## src/rtl/bcd_convert_arbiter_pkg.sv

```systemverilog
// Shared types and constants for the shared binary-to-BCD converter.
package bcd_convert_arbiter_pkg;

    // Converter sequencing states
    typedef enum logic [1:0] {
        ST_IDLE  = 2'd0,
        ST_LOAD  = 2'd1,
        ST_SHIFT = 2'd2,
        ST_DONE  = 2'd3
    } state_t;

    // Digits at or above this value get +3 before each shift
    localparam int unsigned ADD3_THRESHOLD = 5;

    // Requester indices
    localparam logic REQ_ALU = 1'b0;
    localparam logic REQ_DBG = 1'b1;

    // Single-digit double-dabble correction
    function automatic logic [3:0] dabble_digit(input logic [3:0] d);
        return (d >= 4'(ADD3_THRESHOLD)) ? (d + 4'd3) : d;
    endfunction

endpackage

```

## src/rtl/bcd_convert_arbiter_dabble_step.sv

```systemverilog
// Combinational add-3 stage applied to every BCD digit in parallel.
module bcd_dabble_step
    import bcd_convert_arbiter_pkg::*;
#(
    parameter int unsigned DIGITS = 10
) (
    input  logic [4*DIGITS-1:0] i_digits,
    output logic [4*DIGITS-1:0] o_digits
);

    // Correct each nibble independently
    for (genvar g = 0; g < int'(DIGITS); g++) begin : g_digit
        assign o_digits[4*g +: 4] = dabble_digit(i_digits[4*g +: 4]);
    end

endmodule

```

## src/rtl/bcd_convert_arbiter.sv

```systemverilog
// Round-robin shared iterative double-dabble binary-to-BCD converter.
module bcd_convert_arbiter
    import bcd_convert_arbiter_pkg::*;
#(
    parameter int unsigned WIDTH  = 32,
    parameter int unsigned DIGITS = 10,
    parameter int unsigned SIGNED = 1
) (
    input  logic                  clk,
    input  logic                  reset_n,
    input  logic [1:0]            req,
    input  logic [WIDTH-1:0]      data0,
    input  logic [WIDTH-1:0]      data1,
    output logic [1:0]            gnt,
    output logic                  busy,
    output logic                  done,
    output logic                  done_id,
    output logic                  neg,
    output logic [4*DIGITS-1:0]   bcd
);

    localparam int unsigned CNT_W = (WIDTH > 2) ? $clog2(WIDTH) : 1;
    localparam int unsigned BCD_W = 4 * DIGITS;

    state_t             r_state;
    state_t             w_state_next;
    logic [1:0]         w_gnt;
    logic               w_sel;
    logic               r_prio;
    logic [WIDTH-1:0]   r_op;
    logic [WIDTH-1:0]   r_mag;
    logic [BCD_W-1:0]   r_acc;
    logic [BCD_W-1:0]   w_adj;
    logic [BCD_W-1:0]   w_acc_next;
    logic [CNT_W-1:0]   r_cnt;
    logic               r_id;
    logic               r_neg_work;
    logic               r_busy;
    logic               r_done;
    logic               r_done_id;
    logic               r_neg;
    logic [BCD_W-1:0]   r_bcd;

    bcd_dabble_step #(
        .DIGITS   (DIGITS)
    ) u_step (
        .i_digits (r_acc),
        .o_digits (w_adj)
    );

    // Adjusted accumulator shifted left with the magnitude MSB entering digit 0
    assign w_acc_next = (w_adj << 1) | {{(BCD_W-1){1'b0}}, r_mag[WIDTH-1]};

    // State register
    always_ff @(posedge clk) begin
        if (!reset_n) begin
            r_state <= ST_IDLE;
        end else begin
            r_state <= w_state_next;
        end
    end

    // Next-state logic and same-cycle grant
    always_comb begin
        w_state_next = r_state;
        w_gnt        = 2'b00;
        w_sel        = r_prio;
        case (r_state)
            ST_IDLE: begin
                if (req != 2'b00) begin
                    w_sel        = (req == 2'b11) ? r_prio : req[REQ_DBG];
                    w_gnt[w_sel] = 1'b1;
                    w_state_next = ST_LOAD;
                end
            end
            ST_LOAD:  w_state_next = ST_SHIFT;
            ST_SHIFT: begin
                if (r_cnt == '0) begin
                    w_state_next = ST_DONE;
                end
            end
            ST_DONE:  w_state_next = ST_IDLE;
            default:  w_state_next = ST_IDLE;
        endcase
        if (!reset_n) begin
            w_gnt = 2'b00;
        end
    end

    // Arbiter pointer, operand capture, conversion datapath and result registers
    always_ff @(posedge clk) begin
        if (!reset_n) begin
            r_prio     <= REQ_ALU;
            r_op       <= '0;
            r_mag      <= '0;
            r_acc      <= '0;
            r_cnt      <= '0;
            r_id       <= 1'b0;
            r_neg_work <= 1'b0;
            r_busy     <= 1'b0;
            r_done     <= 1'b0;
            r_done_id  <= 1'b0;
            r_neg      <= 1'b0;
            r_bcd      <= '0;
        end else begin
            r_done <= 1'b0;
            r_busy <= (w_state_next != ST_IDLE);
            case (r_state)
                ST_IDLE: begin
                    if (req != 2'b00) begin
                        r_op   <= w_sel ? data1 : data0;
                        r_id   <= w_sel;
                        r_prio <= ~w_sel;
                    end
                end
                ST_LOAD: begin
                    if ((SIGNED != 0) && r_op[WIDTH-1]) begin
                        r_mag      <= ~r_op + WIDTH'(1);
                        r_neg_work <= 1'b1;
                    end else begin
                        r_mag      <= r_op;
                        r_neg_work <= 1'b0;
                    end
                    r_acc <= '0;
                    r_cnt <= CNT_W'(WIDTH - 1);
                end
                ST_SHIFT: begin
                    r_acc <= w_acc_next;
                    r_mag <= r_mag << 1;
                    if (r_cnt == '0) begin
                        r_bcd     <= w_acc_next;
                        r_neg     <= r_neg_work;
                        r_done_id <= r_id;
                        r_done    <= 1'b1;
                    end else begin
                        r_cnt <= r_cnt - CNT_W'(1);
                    end
                end
                default: begin
                end
            endcase
        end
    end

    assign gnt     = w_gnt;
    assign busy    = r_busy;
    assign done    = r_done;
    assign done_id = r_done_id;
    assign neg     = r_neg;
    assign bcd     = r_bcd;

endmodule

```

## config.mk

```make
export PLATFORM = sky130hd
export DESIGN_NAME = bcd_convert_arbiter
export DESIGN_NICKNAME = d
export VERILOG_FILES = /design/src/rtl/bcd_convert_arbiter_pkg.sv /design/src/rtl/bcd_convert_arbiter_dabble_step.sv /design/src/rtl/bcd_convert_arbiter.sv
export SDC_FILE = /design/constraint.sdc
export NUM_CORES = 1
export LEC_CHECK = 0
export ABC_CLOCK_PERIOD_IN_PS = 2500
export BUFFER_PORTS_ARGS = -buffer_cell sky130_fd_sc_hd__clkbuf_2
export CAP_MARGIN = 20
export CORE_UTILIZATION = 34
export CTS_CLUSTER_SIZE = 30
export DETAILED_ROUTE_END_ITERATION = 6
export HOLD_SLACK_MARGIN = 0.06
export PLACE_DENSITY = 0.62
export SETUP_SLACK_MARGIN = 0.05
export SLEW_MARGIN = 40
export SYNTH_ARGS = -nofsm -noshare
export SYNTH_HDL_FRONTEND = slang
export SYNTH_SLANG_ARGS = --single-unit
```

## constraint.sdc

```tcl
create_clock -name clk -period 2.5 [get_ports clk]
set_clock_uncertainty 0.1 [all_clocks]
set_input_delay 0.125 -clock clk [delete_from_list [all_inputs] [get_ports clk]]
set_output_delay 0.125 -clock clk [all_outputs]
set_load 0.005 [all_outputs]
```

==> metrics list, run 1 <==
- Before antenna repair, the detailed router went through 7 iterations.
* Setup fix buffers added after clock tree synthesis: 0
* I/O pin total: 114
- Kind of end point of the critical path: flip-flop
- The completed layout was analyzed and its total power is 0.0102 W.
* Worst slew margin relative to its limit: 53.8%
- In this run, synthesis inferred 0 flip-flops with an integrated enable.
* Site Rows: 54
- Wire length of the first global-routing pass: around 34 mm
* Signal arrival time at the worst endpoint: 2.53 ns
- Antenna Diode Count: 0
- The cell area that synthesis handed to floorplanning was 7720 um2.
- The most used flip-flop cell after synthesis is dfxtp_1.
- Final critical-path share of the clock period: 93.3%
- Peak Freq: 429 MHz
- Share of final-layout standard cells stronger than drive strength 1: 19.3%
- Switching share of power: 37.7%
- Remaining design rule violation count: 2
* Path depth of the worst reg2reg path: 8
- Traced cell by cell, the critical path runs through inv_1, ha_1, or3b_4, or3_4, buf_4, o31ai_1, xor2_1, o22ai_1.
- The die covers approximately 23000 um2.
- The synthesized design contains 158 register bits.
* Final sum of negative setup slack: 0 ns
* Top cells by area in the synthesized netlist: dfxtp_1, nand2_1, o21ai_0
* Number of maximum-capacitance constraint violations: 0
* Startpoint type of the worst setup path: flip-flop
- In this run the tool buffered the top-level ports with roughly 110 buffer cells.
- Clock tree buffer depth: 2
- The tree is rooted in a clkbuf_16.
- Failing checks: design-rule violations
- Sequential area share after synthesis: 41.0%
- The final count of hold timing violations came to 0.
- Layer carrying the most global-route usage: met2
- Area share of the largest cell type after synthesis: 41.0%
- For this run the aggregate overflow at the end of global routing stands at 0.
- The clock network burns 26.6% of the power.
- In this run, the combinational gates consume 40.0% of the power.
- Max stage delay on crit path: 0.42 ns
- Synthesized Nets: roughly 1000
- Power spread over the standard cell area amounts to 1010 nW/um2.
* Slowest CP cell: or3_4
* Clock-pin slew on the worst setup and hold paths: 0.06 ns
* Largest net degree at the start of global routing: 118
- The congestion estimate from routability-driven global placement came to 0.819.
* Share of synthesized cell area in and, or, nand and nor gates: 18.5%
* Total of endpoints with negative setup slack in the final report: 0
- The portion of synthesized area spent on multiplexers is 2.49%.
- The analysis attributes to cell leakage a power of 3.87 nW.
- GR Util met1: 23.7%
* Hold Slack: 0.159 ns
- In the synthesized netlist the async set-or-reset flop fraction comes to 0%.
- Summed over all instances, the cell type with the most area after synthesis is dfxtp_1.
- Counting instances, the worst hold path has a depth of 4.
- The flow ran to the end, but the final reports show violations.
- Worst VDD drop: ~0.00046 V
- Detailed placement HPWL: approximately 13 mm
* CP Data Required Time: roughly 2.7 ns
- The via count of the first global-routing pass was slightly below 7000.
- The area growth from synthesis to layout is 30.0%.
- The detailed router finished its first iteration with 461 violations.
* Internal cell power: 0.00635 W
- Unrepaired setup endpoints after global routing: false
- Commonest cells in the synthesized netlist: dfxtp_1, nand2_1, nor2_1, o21ai_0, clkbuf_1
- Fill cells in the final layout number 2158.
- After technology mapping, the gate count stands at 920.
- Core occupancy in the finished layout: 45.6%
- Met2 routing resource usage after global routing: 29.8%
- By area, the combinational part of the netlist is dominated by compound AO/OA/AOI/OAI gates.
- The synthesized netlist devotes ~4% of its cell area to XOR and XNOR gates.
* Die H: 153 um
* Worst Hold Endpoint: r_state[0]
- Area fraction in compound gates after synthesis: approximately 25%
- Count of cell types in the netlist: 56
- Number of warnings printed during yosys synthesis: 0
- Endpoint of the worst-slack reg-to-reg timing path: r_mag[28]
* Sink Count: 158
- GRT Overall Usage: between 10% and 20%
- Setup slack on the worst reg-to-reg path comes out at 0.17 ns.
- The clock tree synthesis step divided the H-tree into 4 levels.
- Clock buffers created by TritonCTS: 17
- In this run the horizontal extent of the chip is around 150 um.
* Fin. max-slew vios: 0
* GR Layer Usage met3: between 3 and 4%
* Number of nets with antenna violations after routing: 0
* Post-layout min period: 2.33 ns
* Antenna violations before repair: 0
- After detailed routing, the average wire length per cell comes to around 15 um.
- Wire length reported by the detailed router: 20.4 mm
- For this configuration, the core starts out at a cell density of 35.1%.
- Cell class contributing the biggest share of worst-path delay: simple AND/OR/NAND/NOR gates
* Slew at the pin closest to its max-slew limit: 0.690 ns
* Clock latency at the later pin of the worst-skew pair: ~0.43 ns
* Net total in the final layout: 1187
- In this run the most critical hold path is launched from req[0].
- Summing the areas of all fa, ha and maj instances in the mapped netlist gives approximately 4.2% of the synthesized area.
- The share of total power dissipated in sequential elements is 33.4%.
- The total area inside the core boundary comes to 22000 um2.
* Number of buffer and inverter instances along the worst setup path: 2
- Vias post-DR: 7161
- Number of vias per cell: slightly above 5
- Post-Synthesis Mean Instance Area: 8.40 um2
- Crit Path Category: flip-flop to flip-flop
- TritonCTS clock tree: done
- Switching power: 0.00384 W
- Class of the worst hold path: primary input to flip-flop
- Most numerous cell in the Yosys netlist: dfxtp_1
* Maximum fanout along the worst path: 6
- The worst register-to-register path begins at r_op[0].
[worst max-delay path by stage]
stage / end / start / cells past startpoint
3_3_place_gp: r_mag[28] / r_op[0] / 8
4_1_cts: r_op[17] / r_state[0] / 7
2_1_floorplan: r_mag[18] / r_op[0] / 8
6_report: r_mag[28] / r_op[0] / 8
3_5_place_dp: r_mag[25] / r_op[0] / 6
5_1_grt: r_mag[22] / r_op[9] / 6
[through the flow]
stage	setup WS (ns)	std cells	area, um2
global placement	0.0921	1288	8730
finish	0.168	1386	10000
CTS	0.0753	1386	10000
floorplan	0.158	920	7720
global route	0.0427	1386	10000
detailed placement	0.0417	1288	8730
[layout make-up]
| class | count | area [um2] | share of cell area (%) |
|---|---|---|---|
| multi-input cells | 664 | 4220 | 42.0 |
| flip-flops and latches | 158 | 3160 | 31.5 |
| repair buffers | 218 | 1580 | 15.7 |
| clock buffers | 18 | 429 | 4.27 |
| well taps | 280 | 350 | 3.49 |
| clock inverters | 14 | 178 | 1.77 |
| inverters | 34 | 129 | 1.28 |
[power groups by stage]
stage	Sequential, W	Combinational (W)	Clock [W]
6_report	0.00340	0.00407	0.00271
5_1_grt	0.00347	0.00452	0.00289
4_1_cts	0.00340	0.00402	0.00278
3_5_place_dp	0.00345	0.00377	0
3_3_place_gp	0.00343	0.00374	0
2_1_floorplan	0.00335	0.00249	0
[layout by cell type (no fill, tap or decap), types with 16 or more instances in the layout]
cell type	netlist	routed
o31ai_1	18	17
and2_1	17	17
xor2_1	17	17
buf_4	0	33
o21a_1	16	16
ha_1	26	25
nand2b_1	16	16
o21ai_0	67	67
dlygate4sd3_1	0	66
a21oi_1	53	53
o22ai_1	25	25
inv_1	32	32
a211oi_1	18	18
dfxtp_1	158	157
clkbuf_16	0	17
nand2_1	94	93
nor3b_1	18	18
clkbuf_2	0	113
xnor2_1	18	18
nor2_1	84	84
a22oi_1	35	35
[timing repair]
action	in CTS	in global routing
resized for setup	2	10
cloned	0	0
hold endpoints to repair	33	0
hold buffers	66	0
endpoints found under the setup margin	3	34
pin swaps	0	3
[state kept, by name, summed over array words and instances, names as in the netlist]
signal,count
done_id,1
r_mag,32
busy,1
r_id,1
r_acc,40
r_state,2
r_prio,1
done,1
r_op,32
r_cnt,5
r_neg_work,1
bcd,40
neg,1
[metal layers]
| metal | vias up | wire length, um | share of wire (%) |
|---|---|---|---|
| li1 | 3646 | - | - |
| met1 | 3334 | 9860 | 48 |
| met2 | 170 | 9580 | 47 |
| met3 | 11 | 844 | 4.1 |
| met4 | 0 | 165 | 0.81 |
| met5 | - | 0 | 0 |
[cell families (layout without fill, tap and decap cells)]
| group | Yosys count | after routing |
|---|---|---|
| xor gates and xnor gates | 35 | 35 |
| buffers and inverters | 98 | 284 |
| AOI/OAI and AO/OA | 288 | 288 |
| DFF | 158 | 158 |
| and+or+nand+nor | 297 | 297 |
| adders and majority gates | 26 | 26 |
| muxes | 18 | 18 |
[worst reg2reg max path, stage by stage (launching register included)]
cell and delay [ns]:
dfxtp_1 0.35, inv_1 0.07, ha_1 0.15, or3b_4 0.39, or3_4 0.42, buf_4 0.18
o31ai_1 0.29, xor2_1 0.17, o22ai_1 0.09
No activity file was read; power rests on OpenSTA's default activity.
==> run 2, diff against run 1 <==
ABC_CLOCK_PERIOD_IN_PS = 2900   (was 2500)
PLACE_DENSITY = 0.6   (was 0.62)
clock period = 2.9 ns   (was 2.5 ns; I/O delays follow)
==> run 2 against run 1 <==
Against the previous run:
- the run still ends with design-rule violations left
- non-clock buffer count shrank 13
- total power shrank 17%
- hold slack lost 0.038 ns
- sequential cell count is the same
- setup slack gained 0.086 ns
- fmax shrank 12%
- final cell count shrank 0.94%
- sequential power shrank 14%
- wire length shrank 1.2%
- global-route usage shrank 0.38 points
- core utilization shrank 0.86 points
- critical path type unchanged
- critical endpoint is now r_mag[25]
- largest cell class unchanged
- highest routed layer unchanged
==> metrics list, run 2 (synthesis gave the netlist of run 1 again) <==
- The vias per cell was 5.24 (+1.5%).
- The wire length of the first global-routing pass was 33.7 mm (-1.3%).
* Startpoint type of the worst setup path: flip-flop
* GRT Overall Usage: 17.7% (-0.38 points)
- The total clock sinks is 158 (unchanged).
- Vias post-DR: 7198 (+0.52%)
- Final non-filler cell total: 1373 (-0.94%)
* Final critical-path share of the clock period: 91.2% (-2.0 points)
* H-tree level count: 4 (unchanged)
- Final sum of negative setup slack: 0 ns (unchanged)
- The buffer count from post-CTS setup fixing is 0 (unchanged).
- Run status: complete, but fails checks
- The detailed-placement wirelength estimate came to 12.8 mm (-3.2%).
- Number of hold violations in the final report: 0 (unchanged)
- The met1 layer usage reported by global route was 23.4% (-0.25 points).
* Area growth from synthesis to layout: 27.6%
- The number of standard-cell rows in the floorplan was 54 (unchanged).
- Crit Path Category: flip-flop to flip-flop
- The largest fanout of any net on the critical path is 9 (+3).
- Setup repair after global routing left no endpoint under its margin.
- Clock tree buffer depth: 2 (unchanged)
- Post-layout min period: 2.65 ns (+0.314 ns)
- Die Outline Area: 23300 um2 (unchanged)
- Area of the core: 22000 um2 (unchanged)
* Total of endpoints with negative setup slack in the final report: 0 (unchanged)
- The transition time at the pin with the least slew margin came to 0.748 ns (+0.0579 ns).
* Vias in the first global route: 6797 (-1.1%)
- The final net count was 1174 (-1.1%).
* Hold buffers post-CTS: 67 (+1.5%)
- The initial antenna violation count came to 0 (unchanged).
- The power per unit of standard cell area was 860 nW/um2 (-15%).
- Switching share of power: 38.8% (+1.1 points)
- TritonCTS built the clock tree.
- The total length of routed wires is 20.2 mm (-1.2%).
- CP Data Required Time: 3.09 ns (+0.39 ns)
- Global-route congestion overflow total: 0 (unchanged)
* Leakage Power: 3.79 nW (-2.1%)
* Antenna Diode Count: 0 (unchanged)
- Initial standard-cell utilization of the core: 35.1% (unchanged)
- Class of the worst hold path: primary input to flip-flop
- The chip height came to 153 um (unchanged).
* Hold Slack: 0.121 ns (-0.0379 ns)
- CTS placed an instance of clkbuf_16 at the clock tree root.
- Signal arrival time at the worst endpoint: 2.84 ns (+0.31 ns)
- Internal cell power: 0.00519 W (-18%)
* Clock buffers created by TritonCTS: 17 (unchanged)
* Number of maximum-capacitance constraint violations: 0 (unchanged)
- In this run the most used layer during global routing was met2.
* Failing checks: design-rule violations
- Share of final-layout standard cells stronger than drive strength 1: 17.7% (-1.6 points)
* Worst slew margin relative to its limit: 49.9% (-3.9 points)
* First-iteration detailed-routing DRC count: 500 (+8.5%)
- Number of buffers added on ports: 113 (unchanged)
- GR Layer Usage met3: 3.70% (-0.17 points)
- Share of total power in combinational logic: 38.7% (-1.3 points)
* Most common cell after layout, fill and taps aside: dfxtp_1
- Kind of end point of the critical path: flip-flop
* Largest net degree at the start of global routing: 118 (unchanged)
* Sequential cell fraction of total power: 34.7% (+1.3 points)
- The number of design rule violations left after detail routing is 4 (+2).
- The top-level I/O count is 114 (unchanged).
* First-pass iteration count of the detailed router: 7 (unchanged)
- The routed wire length per instance is 14.7 um (-0.23%).
- Leading cell types in the layout, fill and taps excluded: dfxtp_1, clkbuf_2, nand2_1
* Met2 routing resource usage after global routing: 28.9% (-0.98 points)
- The power share of the clock group was 26.6% (about the same).
- The peak supply drop came to 0.000554 V (+21%).
- The die extent in x came to 153 um (unchanged).
- The later-pin clock latency in the skew report was 0.43 ns (about the same).
* Peak Freq: 378 MHz (-12%)
- Resize count post-CTS: 0 (-2)
- The routability-driven placement congestion ratio is 0.778 (-5.0%).
* Number of nets with antenna violations after routing: 0 (unchanged)
* Fin. max-slew vios: 0 (unchanged)
- Total placed cells including tap cells: 1274 (-1.1%)
- The net switching power came to 0.00329 W (-14%).
* Clock-pin slew on the worst setup and hold paths: 0.07 ns (about the same)
## run 2: cell types whose count changed in the layout (fill, tap and decap cells not counted), sizes merged
cell and change:
buf -14, bufinv -2, clkbuf +2, clkinv +1, clkinvlp -1, dlygate4sd3 +1
## run 2: power by group through the flow
| stage | Clock (W) | Combinational (W) | Sequential (W) |
|---|---|---|---|
| global route | 0.00240 | 0.00367 | 0.00300 |
| finish | 0.00225 | 0.00328 | 0.00294 |
| global placement | 0 | 0.00306 | 0.00297 |
| detailed placement | 0 | 0.00308 | 0.00298 |
| CTS | 0.00229 | 0.00330 | 0.00294 |
| floorplan | 0 | 0.00215 | 0.00289 |
## run 2: worst paths after layout
kind                            slack, ns         to  depth (start not counted)     from
worst max-delay path                 0.25  r_mag[25]                          5  r_op[9]
worst min-delay path                 0.12       r_id                          4   req[0]
worst max register to register       0.25  r_mag[25]                          5  r_op[9]
worst min register to register       0.35     bcd[0]                          2   bcd[0]
## run 2: critical path, stage by stage (launching register included)
cell and delay, ns:
dfxtp_1 0.38, or4_1 0.58, or4_1 0.79, o41ai_4 0.38
xor2_1 0.18, o22ai_1 0.10
## run 2: final cells by class
class                      instances  area (um2)
clock buffer                      20         467
sequential                       158        3160
clock inverter                    12         125
tap                              280         350
multi-input combinational        664        4180
fill                            2194       12200
timing repair buffer             205        1440
inverter                          34         129
## run 2: stage by stage
stage	total power (W)	util (%)	area, um2	setup slack, ns
CTS	0.00853	44.7	9850	0.252
global placement	0.00603	39.0	8590	0.321
detailed placement	0.00606	39.0	8590	0.264
finish	0.00848	44.7	9850	0.254
floorplan	0.00504	-	7720	0.558
global route	0.00906	44.7	9850	0.0655
## run 2: layer usage
| layer | vias up | part of all wire, % |
|---|---|---|
| li1 | 3625 | - |
| met1 | 3382 | 48 |
| met2 | 174 | 46 |
| met3 | 17 | 4.6 |
| met4 | 0 | 1.1 |
| met5 | - | 0 |
==> run 3, diff against run 2 <==
BUFFER_PORTS_ARGS = default   (was -buffer_cell sky130_fd_sc_hd__clkbuf_2)
DONT_BUFFER_PORTS = 1   (was default)
PLACE_DENSITY = 0.56   (was 0.6)
==> run 3 against run 2 <==
Against the previous run:
- the run still ends with design-rule violations left
- global-route usage fell by 0.073 points
- largest power group unchanged
- critical path type unchanged
- fmax fell by 0.31%
- setup slack got worse by 0.0082 ns
- register-to-register slack barely moved
- largest cell class unchanged
- first-iteration DRC count fell by 12%
==> metrics list, run 3 (synthesis gave the netlist of run 1 again) <==
* Switching power: 0.00327 W (-0.55%)
- Setup repair after global routing left no endpoint under its margin.
* Sink Count: 158 (unchanged)
- Chain of cells forming the critical path: inv_1, ha_1, or3b_2, or3_1, nand3b_1, or4_1, nand3_1
* Post-layout min period: 2.65 ns (+0.00824 ns)
- The top-level I/O count came to 114 (unchanged).
- Slowest CP cell: or3_1
- The maximum clock rate came to 377 MHz (-0.31%).
- The via count of the first global-routing pass is 6369 (-6.3%).
- Leaving out fill and tap cells, the most frequent cell in the layout is dfxtp_1.
- Clock network fraction of total power: 27.7% (+1.1 points)
- Number of cells on the worst hold path: 3 (-1)
- Wire length of the first global-routing pass: 33.2 mm (-1.7%)
* Max stage delay on crit path: 0.56 ns (-0.23 ns)
- The net switching fraction of the power is 38.5% (-0.27 points).
- Sequential cell fraction of total power: 35.0% (+0.3 points)
- The worst hold path begins at req[0].
* Routability cong.: 0.769 (-1.1%)
- The final setup TNS was 0 ns (unchanged).
- The maximum number of buffers from clock root to sink was 2 (unchanged).
- Slew at the pin closest to its max-slew limit: 0.794 ns (+0.0459 ns)
- Leading cell types in the layout, fill and taps excluded: dfxtp_1, nand2_1, nor2_1
- The fraction of power consumed by combinational cells was 37.3% (-1.4 points).
* Worst VDD drop: 0.000417 V (-25%)
* Routed wl met3: 865 um (-6.3%)
- Crit Path Category: flip-flop to flip-flop
* Clock-pin slew on the worst setup and hold paths: 0.07 ns (about the same)
* Path depth of the worst reg2reg path: 7 (+2)
* R2r startpoint: r_op[0]
* Internal cell power: 0.00522 W (+0.58%)
- Initial standard-cell utilization of the core: 35.1% (unchanged)
* Net total in the final layout: 1063 (-9.5%)
- Leakage Power: 3.31 nW (-13%)
- First-iteration detailed-routing DRC count: 439 (-12%)
* Run status: complete, but fails checks
- TritonCTS built the clock tree.
* H-tree level count: 4 (unchanged)
* Crit path launch: r_op[0]
- The number of gates resized after CTS was 0 (unchanged).
* GRT Overall Usage: 17.6% (-0.073 points)
- Kind of end point of the critical path: flip-flop
- The die extent in x was 153 um (unchanged).
* Maximum fanout along the worst path: 10 (+1)
* Clock latency at the later pin of the worst-skew pair: 0.42 ns (about the same)
- The remaining number of nets flagged by the antenna check after routing is 0 (unchanged).
- Routed wire length per instance: 16.1 um (+9.2%)
- The total CTS buffers is 17 (unchanged).
- Largest net degree at the start of global routing: 118 (unchanged)
- Hold Slack: 0.135 ns (+0.0148 ns)
- The vias per cell came to 5.33 (+1.8%).
- Site Rows: 54 (unchanged)
* Design Area, Final: 9360 um2 (-5.0%)
* Overall power: 0.00849 W (+0.14%)
- The checks that failed: design-rule violations.
* Area growth from synthesis to layout: 21.2%
- Pwr dens: 907 nW/um2 (+5.5%)
- The required time at the worst-slack endpoint is 3.17 ns (+0.08 ns).
- The tightest min-delay check is of the primary input to flip-flop type.
- Die Outline Area: 23300 um2 (unchanged)
- Setup fix buffers added after clock tree synthesis: 0 (unchanged)
* Worst slew margin relative to its limit: 46.9% (-3.1 points)
- First-pass iteration count of the detailed router: 7 (unchanged)
- The number of fill cells in the layout was 2217 (+1.0%).
- Wire length reported by the detailed router: 20.3 mm (+0.35%)
- The final-report setup violation count is 0 (unchanged).
- The reported max-cap violation count was 0 (unchanged).
- Signal arrival time at the worst endpoint: 2.92 ns (+0.08 ns)
- Die H: 153 um (unchanged)
* Global-route congestion overflow total: 0 (unchanged)
* Share of final-layout standard cells stronger than drive strength 1: 7.95% (-9.7 points)
* Number of hold violations in the final report: 0 (unchanged)
* Detailed placement HPWL: 12.5 mm (-2.8%)
- Core occupancy in the finished layout: 42.5% (-2.3 points)
- After detailed routing, no signal wire sits above met4.
- The tree is rooted in a clkbuf_16.
- STA classifies the critical path startpoint as a flip-flop.
- The total vias in the final route was 6732 (-6.5%).
* Placed instance area: 8030 um2 (-6.6%)
* Met2 wirelength from detailed routing: 9.37 mm (+0.93%)
- The routed length on met1 is 9.83 mm (+0.63%).
* Fin. max-slew vios: 0 (unchanged)
* Antenna violations before repair: 0 (unchanged)
- The number of design rule violations left after detail routing came to 14 (+10).
- Area of the core: 22000 um2 (unchanged)
* Final critical-path share of the clock period: 91.5% (+0.28 points)
* Number of buffers added on ports: 0 (-100%)
==> run 3: cell count changes in the layout (fill, tap and decap cells not counted), sizes merged <==
cell,before,now
diode,0,1
clkinvlp,2,3
bufinv,1,3
buf,25,24
inv,38,37
clkbuf,133,18
clkinv,5,4
dlygate4sd3,67,70
==> run 3: routing by layer <==
metal / up-vias / track usage, %
li1: 3388 / -
met1: 3184 / 23.0
met2: 148 / 29.0
met3: 12 / 4.04
met4: 0 / 4.67
met5: - / 0
==> run 3: final timing paths <==
path | to | slack, ns
setup reg to reg | r_mag[18] | 0.25
hold / removal | r_id | 0.14
setup / recovery | r_mag[18] | 0.25
hold reg to reg | r_mag[6] | 0.36
==> run 3: layout make-up <==
type / instances / area (um2) / share of cell area (%)
multi-input cells: 664 / 4190 / 44.7
flip-flops and latches: 158 / 3160 / 33.8
repair buffers: 94 / 918 / 9.81
clock buffers: 18 / 429 / 4.59
well taps: 280 / 350 / 3.74
clock inverters: 13 / 179 / 1.91
inverters: 34 / 129 / 1.38
diodes: 1 / 2.50 / 0.0267
==> run 3: critical path: cells and delay by family (launching register included) <==
family / cells / cell delay [ns]
flip-flops: 1 / 0.35
AND/OR/NAND/NOR: 5 / 1.91
adder cells (fa/ha/maj): 1 / 0.16
buffers and inverters: 1 / 0.07
==> run 3: what timing repair did <==
item | 4_1_cts | 5_1_grt
hold buffers | 71 | 0
hold endpoints to repair | 70 | 0
endpoints found under the setup margin | 0 | 0
==> run 3: power by group through the flow <==
stage                     Sequential (W)  Combinational, W  Clock [W]
after floorplan                  0.00289           0.00215          0
after global placement           0.00301           0.00292          0
after detailed placement         0.00302           0.00292          0
after CTS                        0.00297           0.00316    0.00241
after global routing             0.00303           0.00350    0.00251
final                            0.00297           0.00317    0.00235
==> run 3: through the flow <==
step,cells,setup WS [ns]
6_report,1262,0.246
5_1_grt,1261,0.139
4_1_cts,1261,0.267
3_5_place_dp,1159,0.292
3_3_place_gp,1159,0.315
2_1_floorplan,920,0.558
